[src/rtl/clk_mon_pkg.sv]
// Shared types and default constants for the slow-clock edge monitor.
package clk_mon_pkg;

  typedef enum logic [1:0] {
    UNLOCKED = 2'd0,
    ACQUIRE  = 2'd1,
    LOCKED   = 2'd2
  } state_t;

  localparam int DEF_EXP_HALF = 50;
  localparam int DEF_TOL      = 2;
  localparam int DEF_LOCK_N   = 4;
  localparam int DEF_CNT_W    = 25;

endpackage

[src/rtl/clk_edge_monitor_sync_edge_det.sv]
// Brings the asynchronous slow input into the clk domain and flags its level changes.
module sync_edge_det (
  input  logic clk,
  input  logic rst_n,
  input  logic din,
  output logic any_edge,
  output logic rise
);

  logic s1;
  logic s2;
  logic s3;

  // s1/s2 form the metastability filter; s3 is the one-cycle history for edge detection.
  always_ff @(posedge clk) begin
    if (!rst_n) begin
      s1 <= 1'b0;
      s2 <= 1'b0;
      s3 <= 1'b0;
    end else begin
      s1 <= din;
      s2 <= s1;
      s3 <= s2;
    end
  end

  assign any_edge = s2 ^ s3;
  assign rise     = s2 & ~s3;

endmodule

[src/rtl/clk_edge_monitor.sv]
// Measures each half-period of a slow square wave in clk cycles, emits ticks,
// and tracks frequency lock plus a sticky fault for off-frequency or stalled input.
module clk_edge_monitor
  import clk_mon_pkg::*;
#(
  parameter int EXP_HALF = DEF_EXP_HALF,
  parameter int TOL      = DEF_TOL,
  parameter int LOCK_N   = DEF_LOCK_N,
  parameter int CNT_W    = DEF_CNT_W
) (
  input  logic             clk,
  input  logic             rst_n,
  input  logic             slow_in,
  input  logic             clr_fault,
  output logic             tick,
  output logic [CNT_W-1:0] half_period,
  output logic             meas_valid,
  output logic             lock,
  output logic             fault
);

  localparam int GW   = $clog2(LOCK_N + 1);
  localparam int LO_I = (EXP_HALF > TOL) ? (EXP_HALF - TOL) : 0;
  localparam int HI_I = EXP_HALF + TOL;
  localparam int TO_I = HI_I + 1;

  localparam logic [CNT_W-1:0] LO_C = CNT_W'(LO_I);
  localparam logic [CNT_W-1:0] HI_C = CNT_W'(HI_I);
  localparam logic [CNT_W-1:0] TO_C = CNT_W'(TO_I);

  if (longint'(TO_I) >= (longint'(1) << CNT_W)) begin : g_width_chk
    $error("clk_edge_monitor: EXP_HALF+TOL+1 does not fit in CNT_W bits");
  end
  if (LOCK_N < 1) begin : g_lock_chk
    $error("clk_edge_monitor: LOCK_N must be at least 1");
  end

  logic             s_edge;
  logic             s_rise;
  logic [CNT_W-1:0] cnt;
  logic             first_edge;
  logic             gap_timed;
  logic             in_range;
  logic             meas;
  logic             good_meas;
  logic             timeout;
  logic             bad;
  state_t           state;
  state_t           state_nxt;
  logic [GW-1:0]    good;
  logic [GW-1:0]    good_nxt;

  sync_edge_det u_sync (
    .clk      (clk),
    .rst_n    (rst_n),
    .din      (slow_in),
    .any_edge (s_edge),
    .rise     (s_rise)
  );

  assign in_range  = (cnt >= LO_C) && (cnt <= HI_C);
  assign meas      = s_edge & ~first_edge;
  assign good_meas = meas & in_range;
  // gap_timed keeps a stuck counter (e.g. saturated at the timeout value) from re-firing.
  assign timeout   = ~first_edge & ~s_edge & ~gap_timed & (cnt == TO_C);
  assign bad       = (meas & ~in_range) | timeout;

  always_ff @(posedge clk) begin
    if (!rst_n) begin
      cnt         <= '0;
      first_edge  <= 1'b1;
      gap_timed   <= 1'b0;
      tick        <= 1'b0;
      half_period <= '0;
      meas_valid  <= 1'b0;
    end else begin
      tick       <= s_rise;
      meas_valid <= meas;
      if (meas) begin
        half_period <= cnt;
      end
      if (s_edge) begin
        cnt        <= CNT_W'(1);
        first_edge <= 1'b0;
        gap_timed  <= 1'b0;
      end else begin
        if (cnt != '1) begin
          cnt <= cnt + CNT_W'(1);
        end
        if (timeout) begin
          gap_timed <= 1'b1;
        end
      end
    end
  end

  always_ff @(posedge clk) begin
    if (!rst_n) begin
      state <= UNLOCKED;
      good  <= '0;
      lock  <= 1'b0;
    end else begin
      state <= state_nxt;
      good  <= good_nxt;
      lock  <= (state_nxt == LOCKED);
    end
  end

  always_comb begin
    state_nxt = state;
    good_nxt  = good;
    case (state)
      UNLOCKED: begin
        if (good_meas) begin
          good_nxt  = GW'(1);
          state_nxt = (LOCK_N == 1) ? LOCKED : ACQUIRE;
        end else if (bad) begin
          good_nxt = '0;
        end
      end
      ACQUIRE: begin
        if (good_meas) begin
          good_nxt = good + GW'(1);
          if (good + GW'(1) == GW'(LOCK_N)) begin
            state_nxt = LOCKED;
          end
        end else if (bad) begin
          state_nxt = UNLOCKED;
          good_nxt  = '0;
        end
      end
      LOCKED: begin
        if (bad) begin
          state_nxt = UNLOCKED;
          good_nxt  = '0;
        end
      end
      default: begin
        state_nxt = UNLOCKED;
        good_nxt  = '0;
      end
    endcase
  end

  // Set has priority so a fault arriving with a clear request is never lost.
  always_ff @(posedge clk) begin
    if (!rst_n) begin
      fault <= 1'b0;
    end else if (bad) begin
      fault <= 1'b1;
    end else if (clr_fault) begin
      fault <= 1'b0;
    end
  end

endmodule

[config.mk]
export PLATFORM = sky130hd
export DESIGN_NAME = clk_edge_monitor
export DESIGN_NICKNAME = d
export VERILOG_FILES = /design/src/rtl/clk_mon_pkg.sv /design/src/rtl/clk_edge_monitor_sync_edge_det.sv /design/src/rtl/clk_edge_monitor.sv
export SDC_FILE = /design/constraint.sdc
export NUM_CORES = 1
export LEC_CHECK = 0
export BUFFER_PORTS_ARGS = -buffer_cell sky130_fd_sc_hd__buf_2
export CAP_MARGIN = 20
export CORE_MARGIN = 2
export CORE_UTILIZATION = 62
export DETAILED_ROUTE_END_ITERATION = 6
export PLACE_DENSITY = 0.84
export REMOVE_ABC_BUFFERS = 1
export SETUP_SLACK_MARGIN = 0.2
export SLEW_MARGIN = 5
export SYNTH_ARGS = -nofsm -noshare
export SYNTH_HDL_FRONTEND = slang
export SYNTH_SLANG_ARGS = --single-unit
[constraint.sdc]
create_clock -name clk -period 5.85 [get_ports clk]
set_input_delay 1.17 -clock clk [delete_from_list [all_inputs] [get_ports clk]]
set_output_delay 1.17 -clock clk [all_outputs]
set_load 0.05 [all_outputs]
[Word-level counts from Yosys, hierarchy flattened]
Cells that the tools add are included.
Widths: inputs -> output; s select.
Operators by class
  add/sub/neg operators: 2
  multipliers: 0
  div/mod/pow operators: 0
  order comparisons: 2
  eq/ne operators: 6
  shift operators: 0
  mux-type cells: 13
  bitwise gates (word level): 15
  reductions and logical operators: 5
Operator list (count)
  $add 25x1->25 const B: 1
  $eq 25x6->1 const B: 1
  $ge 25x6->1 const B: 1
  $le 25x6->1 const B: 1
  $ne 25x25->1 const B: 1
  $mux 3: 3
  $pmux 3 s3: 1
  $mux 2: 4
  $and 1x1->1: 7
  $not 1->1: 6
  $pmux 2 s3: 1
  $eq 2x2->1 const B: 2
  $mux 1: 4
  $reduce_bool 2->1: 2
  $add 3x1->3 const B: 1
  $eq 3x3->1 const B: 1
  $eq 2x1->1 const B: 1
  $logic_not 2->1: 1
  $reduce_or 2->1: 1
  $logic_and 1x1->1: 1
  $or 1x1->1: 1
  $xor 1x1->1: 1
Storage, ports and cells
  register bits: 64
  bits in latches: 0
  RAM bits: 0
  bits in read-only memories: 0
  input bits: 4
  output and inout port bits: 29
  word-level logic and storage cells: 57
  memories kept: 0

[Depth between registers and ports, before layout]
  word-level depth: 10
  gate-level depth with buffers: 9
  mapped depth without buffers: 7

[Modules after synthesis]
Synthesis repeated with hierarchy kept, for this count alone.
Unflattened totals
  cells, all modules: 333
  area total of the unflattened synthesis: 2905.3 um^2
Modules (own cells, without submodules)
  clk_edge_monitor: instances 1, cells each 324, area an instance 2806.4 um^2, sequential area each 1221.2 um^2
  sync_edge_det: instances 1, cells each 9, area an instance 98.8 um^2, sequential area each 60.1 um^2

[Worst setup path after synthesis]
No wires, ideal clock.
  path kind: register to register
  start: register cnt[0]
  end: register cnt[9]
  setup time: 0.071 ns
  data arrival time: 1.985 ns
  required time: 5.779 ns
  setup slack: 3.795 ns
  stages on the path, launching flop included: 9
  buffers on the path: 2
  clock period less this slack: 2.055 ns
  cell sequence: dfxtp_1 ha_1 and3_1 and3_1 clkbuf_1 and3_1 buf_6 or4_1 a21oi_1
Between the ends
  word-level cells in the longest chain between the ends: 1
  elaborated cells between the ends (all ways): 2
  those cells by class: add/sub: 1; eq/ne: 1
RTL lines
  from (decl): RTL line clk_edge_monitor.sv:40  | logic [CNT_W-1:0] cnt;
  from (signal assigned): RTL line clk_edge_monitor.sv:88  | cnt <= cnt + CNT_W'(1);
  $add 25x1->25 / $ne 25x25->1 (equally long branches): RTL line clk_edge_monitor.sv:88, clk_edge_monitor.sv:87
Parallel ways exist; a longest one is shown, timed or not.
A chain may end at the register's enable or synchronous reset.

[Worst setup path in the final report]
  start: input rst_n
  end: register cnt[18]
Between the ends
  word-level cells in the longest chain between the ends: 2
RTL lines
  from (decl): RTL line clk_edge_monitor.sv:12  | input logic rst_n,
  $not 1->1 (no line)
  $reduce_or 2->1 (no line)
No other way between the ends.

==> results.toml <==
[grt]
grt_usage = 0.238
grt_max_degree = 40
overflow = 0
antenna_found_initial = 0
grt_pass1_wl_um = 9520
grt_pass1_vias = 2213

[critical_path]
cp_max_fo = 39
critPathArrivalTime_ps = 2530
r2r_start = "cnt[0]"
worstPathRequired_ps = 6090
cpLargestDelayFamily = "simple AND/OR/NAND/NOR gates"
path_class = "primary input to register"
cp-start-kind = "primary input"
worst_setup_path_end_kind = "register"
cp-startpoint = "rst_n"
path_cells = "buf_2 -> nand2_1 -> a211oi_1"
critPathBufInv = 1
max_stage_delay_ps = 580
critPathSlowestCell = "nand2_1"

[worst_hold_path]
min_path_type = "register to register"
hp-start = "u_sync.s1"

[clocking]
clock_path_buffers = 2
clock-sinks = 64
clock-root-buffer = "clkbuf_8"
cts_tree = "done"
numCtsBuffers = 9
htreeDepth = 3
path_clk_slew_ps = 70
worst_skew_pair.late_latency_ps = 340
cts_resized = 0
post_cts_buffers = 0
ctsHoldBuffers = 0

[timing]
drv_slew = 0
slew_headroom = 0.369
fin_crit_ps = 2290
rsz0062_at_grt = "no"
hold_viol = 0
worst_slew_pin_slew_ps = 944
period_share = 0.392
finalSetupViolations = 0
max_freq_mhz = 436
finClkSkew_ps = 5.21
tns_ps = 0

[outcome]
status = "finished clean"

[floorplan]
rows = 24
core_area_um2 = 4380
die_w_um = 71.8
die_area_um2 = 5160
start_util = 0.650
pin_count = 33
fp.dieH_um = 71.8

[placement]
place_congestion = 0.824
placed_cell_area_um2 = 2970
numPortBuffers = 32
dp_hpwl_um = 3710

[final_layout]
drive_gt1_frac = 0.147
n_fill_cell = 355
num-nets-final = 366
mostFrequentLayoutCells = "nand2_1, dfxtp_1, buf_2"
antenna_cells = 0
multiInputGateArea_um2 = 1420
synthToLayoutAreaGrowth_pct = 10.8
ff_latch_area_um2 = 1280
layout_commonest_cell = "nand2_1"
final_area_um2 = 3160

[routing]
ant_nets = 0
dr.pass1.iters = 4
post-route-drc-count = 0
drt-total-wl_um = 5670
first_iter_violations = 168
vias_per_cell = 5.82
num_vias = 2405
wire_per_inst_um = 13.7

[yosys]
synth-edff-count = 0
avgSynthCellArea_um2 = 8.54
synth.distinct_cells = 44
async_reset_ff_frac = 0
yosysWarnings = 0
synth.ff_latch_count = 64
synth_flop_cell = "dfxtp_1"
seq_area_frac_synth = 0.449
synth_area_um2 = 2850
synth_cells = 334

[power_and_ir_drop]
power.internal_w = 0.000636
leakagePower_nw = 1.12
vdd_drop_max_mv = 0.174
pwr-share-comb = 0.031
power_frac_seq = 0.542
p_sw_frac = 0.224
p_clk_frac = 0.428
powerDensity_nw_per_um2 = 259
p_switching_w = 0.000183

[job]
maxCapViolations = 0
worst paths after layout:
path	end	slack [ps]	depth (start not counted)
setup / recovery	cnt[18]	3560	3
hold / removal	u_sync.s2	450	1
setup reg to reg	cnt[13]	3560	6
hold reg to reg	u_sync.s2	450	1
metal layers:
layer | up-vias | share of wire | global-route usage
met5 | - | 0 | 0
met4 | 0 | 0.030 | 0.166
met3 | 17 | 0.058 | 0.0478
met2 | 91 | 0.46 | 0.379
met1 | 1085 | 0.45 | 0.288
li1 | 1212 | - | -
area by class of cell:
cell class | count | area share
clock buffers | 14 | 0.0547
clock inverters | 2 | 0.00396
inverters | 9 | 0.0107
multi-input cells | 238 | 0.449
flip-flops and latches | 64 | 0.406
well taps | 52 | 0.0206
repair buffers | 34 | 0.0554
power groups by stage:
stage / combinational [W] / sequential, W / clock, W
floorplan: 0.0000148 / 0.000454 / 0
global placement: 0.0000248 / 0.000453 / 0
detailed placement: 0.0000254 / 0.000453 / 0
CTS: 0.0000258 / 0.000443 / 0.000358
global route: 0.0000285 / 0.000444 / 0.000371
finish: 0.0000252 / 0.000443 / 0.000350
synthesized netlist by cell type (6+ instances only):
master / instances / area share
a21oi_1: 10 / 0.018
inv_1: 9 / 0.012
and2_1: 7 / 0.015
o21ai_0: 7 / 0.012
nor4_1: 8 / 0.018
ha_1: 6 / 0.026
clkbuf_1: 16 / 0.021
and3_1: 6 / 0.013
nand4_1: 6 / 0.013
nand2_1: 69 / 0.091
nand3_1: 9 / 0.016
xnor2_1: 14 / 0.043
a21boi_0: 26 / 0.068
dfxtp_1: 64 / 0.45
nor2_1: 19 / 0.025
through the flow:
stage / utilization / power, W / setup slack, ps / hold WS (ps) / cells
5_1_grt: 0.721 / 0.000843 / 3320 / 474 / 413
3_3_place_gp: 0.678 / 0.000477 / 3220 / 414 / 397
4_1_cts: 0.721 / 0.000827 / 3500 / 453 / 413
6_report: 0.721 / 0.000819 / 3560 / 447 / 413
2_1_floorplan: - / 0.000469 / 3610 / 412 / 311
3_5_place_dp: 0.678 / 0.000478 / 3150 / 438 / 397
registers in the layout, indices dropped and copies added (netlist names):
| signal | count |
|---|---|
| meas_valid | 1 |
| good | 3 |
| tick | 1 |
| state | 2 |
| first_edge | 1 |
| half_period | 25 |
| gap_timed | 1 |
| u_sync.s3 | 1 |
| u_sync.s2 | 1 |
| u_sync.s1 | 1 |
| cnt | 25 |
| fault | 1 |
| lock | 1 |
cell families after synthesis:
kind of cell / Yosys count / share of synthesized area
AO/OA/AOI/OAI: 69 / 0.168
XOR/XNOR: 14 / 0.0430
adder cells (fa/ha/maj): 6 / 0.0263
buffers and inverters: 32 / 0.0531
flip-flops: 64 / 0.449
multiplexers: 1 / 0.00351
AND/OR/NAND/NOR: 148 / 0.257
Note: power is estimated with default switching activity, not from simulation.
